## src/rtl/load_store_unit_if.sv

```systemverilog
// load_store_unit_if: request/response handshake plus unified-memory port of the load/store unit.
interface load_store_unit_if;
   logic        req_valid;
   logic        req_ready;
   logic        req_write;
   logic [1:0]  req_size;
   logic        req_signed;
   logic [31:0] req_addr;
   logic [31:0] req_wdata;
   logic        rsp_valid;
   logic        rsp_ready;
   logic [31:0] rsp_rdata;
   logic        rsp_fault;
   logic        mem_w_en;
   logic [31:0] mem_addr;
   logic [31:0] mem_wdata;
   logic [31:0] mem_rdata;
   modport slave (
      input  req_valid, req_write, req_size, req_signed, req_addr, req_wdata, rsp_ready, mem_rdata,
      output req_ready, rsp_valid, rsp_rdata, rsp_fault, mem_w_en, mem_addr, mem_wdata
   );
   modport master (
      output req_valid, req_write, req_size, req_signed, req_addr, req_wdata, rsp_ready, mem_rdata,
      input  req_ready, rsp_valid, rsp_rdata, rsp_fault, mem_w_en, mem_addr, mem_wdata
   );
endinterface

```

## src/rtl/load_store_unit.sv

```systemverilog
// load_store_unit: single-master load/store path with alignment and range faults,
// load extension, and read-modify-write for sub-word stores.
module load_store_unit #(
   parameter logic [31:0] ADDR_LIMIT = 32'h0003_FFFD
) (
   input logic              clk,
   input logic              rst,
   load_store_unit_if.slave bus
);
   typedef enum logic [1:0] {IDLE, READ, WRITE, RESP} state_t;
   state_t      state_q, state_d;
   logic        write_q, write_d, signed_q, signed_d;
   logic [1:0]  size_q, size_d;
   logic [31:0] addr_q, addr_d, wdata_q, wdata_d;
   logic        mem_w_en_q, mem_w_en_d, rsp_fault_q, rsp_fault_d;
   logic [31:0] mem_addr_q, mem_addr_d, mem_wdata_q, mem_wdata_d, rsp_rdata_q, rsp_rdata_d;
   logic [32:0] end_addr;
   logic        fault, word_store;
   logic [31:0] load_val, merged;
   // last byte touched is checked in 33 bits so addresses near 2^32 cannot wrap past the limit
   assign end_addr   = {1'b0, bus.req_addr} + 33'd3;
   assign fault      = (bus.req_size == 2'b11) || (bus.req_size == 2'b01 && bus.req_addr[0]) ||
                       (bus.req_size == 2'b10 && bus.req_addr[1:0] != 2'b00) || (end_addr > {1'b0, ADDR_LIMIT});
   assign word_store = bus.req_write && bus.req_size == 2'b10;
   assign load_val   = size_q == 2'b00 ? {{24{signed_q & bus.mem_rdata[7]}}, bus.mem_rdata[7:0]} :
                       size_q == 2'b01 ? {{16{signed_q & bus.mem_rdata[15]}}, bus.mem_rdata[15:0]} : bus.mem_rdata;
   assign merged     = size_q == 2'b00 ? {bus.mem_rdata[31:8], wdata_q[7:0]} : {bus.mem_rdata[31:16], wdata_q[15:0]};
   always_comb begin
      state_d     = state_q;
      write_d     = write_q;
      size_d      = size_q;
      signed_d    = signed_q;
      addr_d      = addr_q;
      wdata_d     = wdata_q;
      mem_w_en_d  = 1'b0;
      mem_addr_d  = mem_addr_q;
      mem_wdata_d = mem_wdata_q;
      rsp_rdata_d = rsp_rdata_q;
      rsp_fault_d = rsp_fault_q;
      case (state_q)
         IDLE: if (bus.req_valid) begin
            write_d     = bus.req_write;
            size_d      = bus.req_size;
            signed_d    = bus.req_signed;
            addr_d      = bus.req_addr;
            wdata_d     = bus.req_wdata;
            rsp_rdata_d = '0;
            rsp_fault_d = fault;
            mem_addr_d  = fault ? mem_addr_q : bus.req_addr;
            mem_wdata_d = (!fault && word_store) ? bus.req_wdata : mem_wdata_q;
            mem_w_en_d  = !fault && word_store;
            state_d     = fault ? RESP : word_store ? WRITE : READ;
         end
         READ: begin
            mem_wdata_d = write_q ? merged : mem_wdata_q;
            mem_w_en_d  = write_q;
            rsp_rdata_d = write_q ? '0 : load_val;
            state_d     = write_q ? WRITE : RESP;
         end
         WRITE: state_d = RESP;
         RESP: state_d = bus.rsp_ready ? IDLE : RESP;
         default: state_d = IDLE;
      endcase
   end
   always_ff @(posedge clk or posedge rst) begin
      if (rst) begin
         state_q     <= IDLE;
         write_q     <= 1'b0;
         size_q      <= 2'b00;
         signed_q    <= 1'b0;
         addr_q      <= '0;
         wdata_q     <= '0;
         mem_w_en_q  <= 1'b0;
         mem_addr_q  <= '0;
         mem_wdata_q <= '0;
         rsp_rdata_q <= '0;
         rsp_fault_q <= 1'b0;
      end else begin
         state_q     <= state_d;
         write_q     <= write_d;
         size_q      <= size_d;
         signed_q    <= signed_d;
         addr_q      <= addr_d;
         wdata_q     <= wdata_d;
         mem_w_en_q  <= mem_w_en_d;
         mem_addr_q  <= mem_addr_d;
         mem_wdata_q <= mem_wdata_d;
         rsp_rdata_q <= rsp_rdata_d;
         rsp_fault_q <= rsp_fault_d;
      end
   end
   assign bus.req_ready = state_q == IDLE;
   assign bus.rsp_valid = state_q == RESP;
   assign bus.rsp_rdata = rsp_rdata_q;
   assign bus.rsp_fault = rsp_fault_q;
   assign bus.mem_w_en  = mem_w_en_q;
   assign bus.mem_addr  = mem_addr_q;
   assign bus.mem_wdata = mem_wdata_q;
endmodule
```

## src/flat_wrapper.sv

```systemverilog
// flat-port wrapper written by rule: the top's interface ports become plain ports
module load_store_unit_flat 
#(
   parameter logic [31:0] ADDR_LIMIT = 32'h0003_FFFD
)
  (clk, rst, bus_req_valid, bus_req_write, bus_req_size, bus_req_signed, bus_req_addr, bus_req_wdata, bus_rsp_ready, bus_mem_rdata, bus_req_ready, bus_rsp_valid, bus_rsp_rdata, bus_rsp_fault, bus_mem_w_en, bus_mem_addr, bus_mem_wdata);
  load_store_unit_if bus_i ();
  input logic clk;
  input logic rst;
  input wire logic [$bits(bus_i.req_valid)-1:0] bus_req_valid;
  input wire logic [$bits(bus_i.req_write)-1:0] bus_req_write;
  input wire logic [$bits(bus_i.req_size)-1:0] bus_req_size;
  input wire logic [$bits(bus_i.req_signed)-1:0] bus_req_signed;
  input wire logic [$bits(bus_i.req_addr)-1:0] bus_req_addr;
  input wire logic [$bits(bus_i.req_wdata)-1:0] bus_req_wdata;
  input wire logic [$bits(bus_i.rsp_ready)-1:0] bus_rsp_ready;
  input wire logic [$bits(bus_i.mem_rdata)-1:0] bus_mem_rdata;
  output wire logic [$bits(bus_i.req_ready)-1:0] bus_req_ready;
  output wire logic [$bits(bus_i.rsp_valid)-1:0] bus_rsp_valid;
  output wire logic [$bits(bus_i.rsp_rdata)-1:0] bus_rsp_rdata;
  output wire logic [$bits(bus_i.rsp_fault)-1:0] bus_rsp_fault;
  output wire logic [$bits(bus_i.mem_w_en)-1:0] bus_mem_w_en;
  output wire logic [$bits(bus_i.mem_addr)-1:0] bus_mem_addr;
  output wire logic [$bits(bus_i.mem_wdata)-1:0] bus_mem_wdata;
  assign bus_i.req_valid = bus_req_valid;
  assign bus_i.req_write = bus_req_write;
  assign bus_i.req_size = bus_req_size;
  assign bus_i.req_signed = bus_req_signed;
  assign bus_i.req_addr = bus_req_addr;
  assign bus_i.req_wdata = bus_req_wdata;
  assign bus_i.rsp_ready = bus_rsp_ready;
  assign bus_i.mem_rdata = bus_mem_rdata;
  assign bus_req_ready = bus_i.req_ready;
  assign bus_rsp_valid = bus_i.rsp_valid;
  assign bus_rsp_rdata = bus_i.rsp_rdata;
  assign bus_rsp_fault = bus_i.rsp_fault;
  assign bus_mem_w_en = bus_i.mem_w_en;
  assign bus_mem_addr = bus_i.mem_addr;
  assign bus_mem_wdata = bus_i.mem_wdata;
  load_store_unit #(.ADDR_LIMIT(ADDR_LIMIT)) u_core (.clk(clk), .rst(rst), .bus(bus_i));
endmodule
```

## config.mk

```make
export PLATFORM = sky130hd
export DESIGN_NAME = load_store_unit_flat
export DESIGN_NICKNAME = d
export VERILOG_FILES = /design/src/rtl/load_store_unit_if.sv /design/src/rtl/load_store_unit.sv /design/src/flat_wrapper.sv
export SDC_FILE = /design/constraint.sdc
export NUM_CORES = 1
export LEC_CHECK = 0
export ABC_AREA = 1
export CORE_MARGIN = 1.5
export CORE_UTILIZATION = 50
export DETAILED_ROUTE_END_ITERATION = 8
export GPL_TIMING_DRIVEN = 0
export MAX_ROUTING_LAYER = met4
export PLACE_DENSITY = 0.86
export SYNTH_ARGS = -nofsm -noshare
export SYNTH_HDL_FRONTEND = slang
export SYNTH_SLANG_ARGS = --single-unit
```

## constraint.sdc

```tcl
create_clock -name clk -period 10.18 [get_ports clk]
set_clock_uncertainty 0.15 [all_clocks]
set_input_delay 2.545 -clock clk [delete_from_list [all_inputs] [get_ports clk]]
set_output_delay 2.545 -clock clk [all_outputs]
set_load 0.01 [all_outputs]
```

==> flow_summary_export.csv <==
group,metric,value,unit
placed_design,place_congestion,0.951,
clock_tree,cts_root_buf,"clkbuf_16",
power_and_ir_drop,power_density,237,nW/um^2
detailed_routing,dr.pass1.iters,5,
synthesis,ys.flop_type,"dfrtp_1",
synthesis,syn_nets,940,
clock_tree,cts_tree,"done",
synthesis,synth.largest_area_cell,"dfrtp_1",
placed_design,dpl.hpwl,14400,um
worst_setup_path,path_class,"in2reg",
die,die_area,13100,um^2
power_and_ir_drop,p_clk_share,31.4,%
global_routing,track_usage,31.5,%
sta,fin_crit,5.30,ns
sta,hold_viol,0,
worst_setup_path,cpPeakStageDelay,0.57,ns
worst_setup_path,cp-start-kind,"input pin",
global_routing,grt-ovfl-total,0,
worst_setup_path,path_depth,15,
power_and_ir_drop,p_leak,4.40,nW
clock_tree,clk_latency,0.42,ns
worst_setup_path,crit_slowest_cell,"clkdlybuf4s50_1",
synthesis,ys_types,31,
worst_setup_path,r2r_cells,8,
worst_setup_path,path_max_fanout,10,
sta,rsz0062_at_grt,"false",
clock_tree,ctsResizeCount,0,
sta,setup_violations,0,
worst_setup_path,arrival,5.46,ns
synthesis,ys_warn_count,0,
sta,period_share,52.1,%
placed_design,place_ws,4.52,ns
synthesis,synth_top_cell_area_share,48.5,%
flow_run,maxCapViolCount,0,
die,row_count,40,
placed_design,portBuffers,203,
die,initial_utilization,51.3,%
clock_tree,postCtsHoldBufs,0,
worst_setup_path,critPathBufInv,3,
synthesis,async_flop_share,100,%
hold_path,min_path_type,"reg2reg",
synthesis,syn-cell-area,6190,um^2
synthesis,synth_edf_count,0,
worst_setup_path,path_common_cell,"nand2_1",
power_and_ir_drop,power.total,2.16,mW
global_routing,grt_max_degree,65,
clock_tree,cts_sinks,120,
worst_setup_path,cp-end-kind,"flop",
synthesis,ys_seq_elements,120,
run_status,status,"finished clean",
detailed_routing,drc_errors,0,
detailed_routing,via_per_inst,5.25,
power_and_ir_drop,switching_share,33.1,%
synthesis,synth_area_leaders,"dfrtp_1, nand2_1, nand3_1, o21ai_0, inv_1",
worst_setup_path,cp-endpoint,"u_core.bus.mem_wdata[3]",
global_routing,grt_antenna_before_repair,0,
worst_setup_path,cp_top_family,"simple AND/OR/NAND/NOR gates",
power_and_ir_drop,p_switching,0.715,mW
power_and_ir_drop,p_seq_share,32.7,%
sta,fin_ws,4.88,ns
worst_setup_path,r2r_slack,7.30,ns
layout,syn2layout_area_growth,47.4,%
layout,post-route-util,75.7,%
clock_tree,cts_buffers,17,
worst_setup_path,r2r-start,"u_core.state_q[1]",
global_routing,grt_pass1_vias,6296,
layout,drive_gt1_share,5.79,%
die,die_h,114,um
detailed_routing,wl_per_cell,15.5,um
synthesis,ys_top_cells_by_count,"nand2_1, dfrtp_1, inv_1, nand3_1, o21ai_0",
power_and_ir_drop,internal_power,1.45,mW
hold_path,min_delay_path_depth,2,
layout,nets,1163,
detailed_routing,drt_wl_total,19200,um
clock_tree,clock_path_buffers,2,
synthesis,yosysMostFrequentCell,"nand2_1",
power_and_ir_drop,vdd_drop_max,119,uV
worst_setup_path,required,10.34,ns
sta,max_slew_margin,62.0,%
die,core,12100,um^2
power_and_ir_drop,combPwrFrac,36.0,%
sta,fin_setup_tns,0,ns
detailed_routing,initialDrtViolationCount,592,
detailed_routing,via_count,6502,
sta,worst_slew_pin_slew,0.568,ns
synthesis,ys_seq_area_share,48.5,%
clock_tree,post-cts-setup-buffers,0,
worst_setup_path,crit_path_cell_trace,"clkdlybuf4s50_1 -> inv_1 -> ha_1 -> nor2_4 -> nand2_1 -> nor3_1 -> xnor2_1 -> nand2_1 -> nor2_1 -> nand2_1 -> nor2_4 -> nand4_2 -> buf_2 -> nand3_1 -> nand2_1",
sta,slew_viol_final,0,
worst_setup_path,r2r_end,"u_core.bus.rsp_rdata[23]",
detailed_routing,antenna_left,0,
synthesis,syn_area_per_cell,7.42,um^2
sta,fmax,189,MHz
placed_design,placed_area,8470,um^2
clock_tree,cts_max_level,4,
die,io_pins,204,
worst_setup_path,crit_path_start,"bus_req_addr[0]",
layout,fin_area,9130,um^2
clock_tree,clk_pin_slew,0.06,ns
global_routing,grt_pass1_wl,30800,um
synthesis,syn_inst,834,
layout,diodes,0,
die,die_w,114,um
-- kinds of logic after synthesis --
logic type,after synthesis,synth area share [%]
DFF,120,48.5
adders and majority gates,2,0.404
xor gates and xnor gates,5,0.707
buffers and inverters,123,7.98
AOI/OAI and AO/OA,124,10.9
and+or+nand+nor,460,31.5
-- cell usage in the layout, fill, tap and decap left out, types with 3 or more instances in the layout --
master           count
nand3_1             85
clkbuf_16           17
clkbuf_1            24
nor2_4               5
nor2_2               4
o21ai_0             83
buf_2                8
buf_6                3
inv_1               84
clkdlybuf4s50_1    203
a32o_1               8
nand2_1            289
bufinv_16            5
dfrtp_1            120
clkbuf_8             3
o22ai_1              9
xor2_1               4
o21ai_1             20
nor2_1              57
nor3_1               6
a21oi_1              3
nand4_1              4
-- power by group through the flow --
stage / clock, mW / combinational, mW / sequential [mW]
floorplan: 0 / 0.341 / 0.751
global placement: 0 / 0.754 / 0.706
detailed placement: 0 / 0.769 / 0.710
CTS: 0.681 / 0.778 / 0.705
global route: 0.704 / 0.857 / 0.722
finish: 0.678 / 0.777 / 0.706
-- layout make-up --
| type | instances | area, um^2 |
|---|---|---|
| sequential | 120 | 3000 |
| fill | 905 | 2930 |
| multi-input combinational | 591 | 2700 |
| timing repair buffer | 204 | 2060 |
| clock buffer | 21 | 470 |
| inverter | 87 | 332 |
| tap | 168 | 210 |
| clock inverter | 11 | 193 |
| buffer | 36 | 168 |
-- registers in the layout, indices dropped and copies added (netlist names) --
signal                cells
u_core.bus.mem_addr      32
u_core.bus.mem_wdata     32
u_core.bus.rsp_rdata     32
u_core.wdata_q           16
u_core.size_q             2
u_core.state_q            2
u_core.bus.mem_w_en       1
u_core.bus.rsp_fault      1
u_core.signed_q           1
u_core.write_q            1
-- worst register-to-register path: stages (launching register included) --
cell      delay [ns]
dfrtp_1         0.40
nor2_1          0.40
inv_1           0.14
nor2_2          0.39
inv_1           0.16
o21ai_1         0.46
inv_1           0.20
clkbuf_1        0.25
o21ai_0         0.23
-- through the flow --
step / hold WS (ns) / std cells
2_1_floorplan: 0.298 / 834
3_3_place_gp: 0.299 / 1205
3_5_place_dp: 0.305 / 1206
4_1_cts: 0.325 / 1238
5_1_grt: 0.346 / 1238
6_report: 0.319 / 1238
-- worst min-delay path by stage --
| stage | slack [ns] | to | from |
|---|---|---|---|
| floorplan | 0.30 | u_core.wdata_q[10] | u_core.wdata_q[10] |
| global placement | 0.30 | u_core.bus.mem_addr[30] | u_core.bus.mem_addr[30] |
| detailed placement | 0.30 | u_core.bus.mem_addr[21] | u_core.bus.mem_addr[21] |
| CTS | 0.33 | u_core.bus.mem_addr[31] | u_core.bus.mem_addr[31] |
| global route | 0.35 | u_core.bus.mem_addr[20] | u_core.bus.mem_addr[20] |
| finish | 0.32 | u_core.bus.mem_addr[20] | u_core.bus.mem_addr[20] |
-- layer usage --
layer / track usage (%) / share of wire, %
met4: 13.3 / 3.1
met1: 38.7 / 42
met3: 9.48 / 9.5
met2: 48.8 / 46
met5: - / 0
Note: power is estimated with default switching activity, not from simulation.
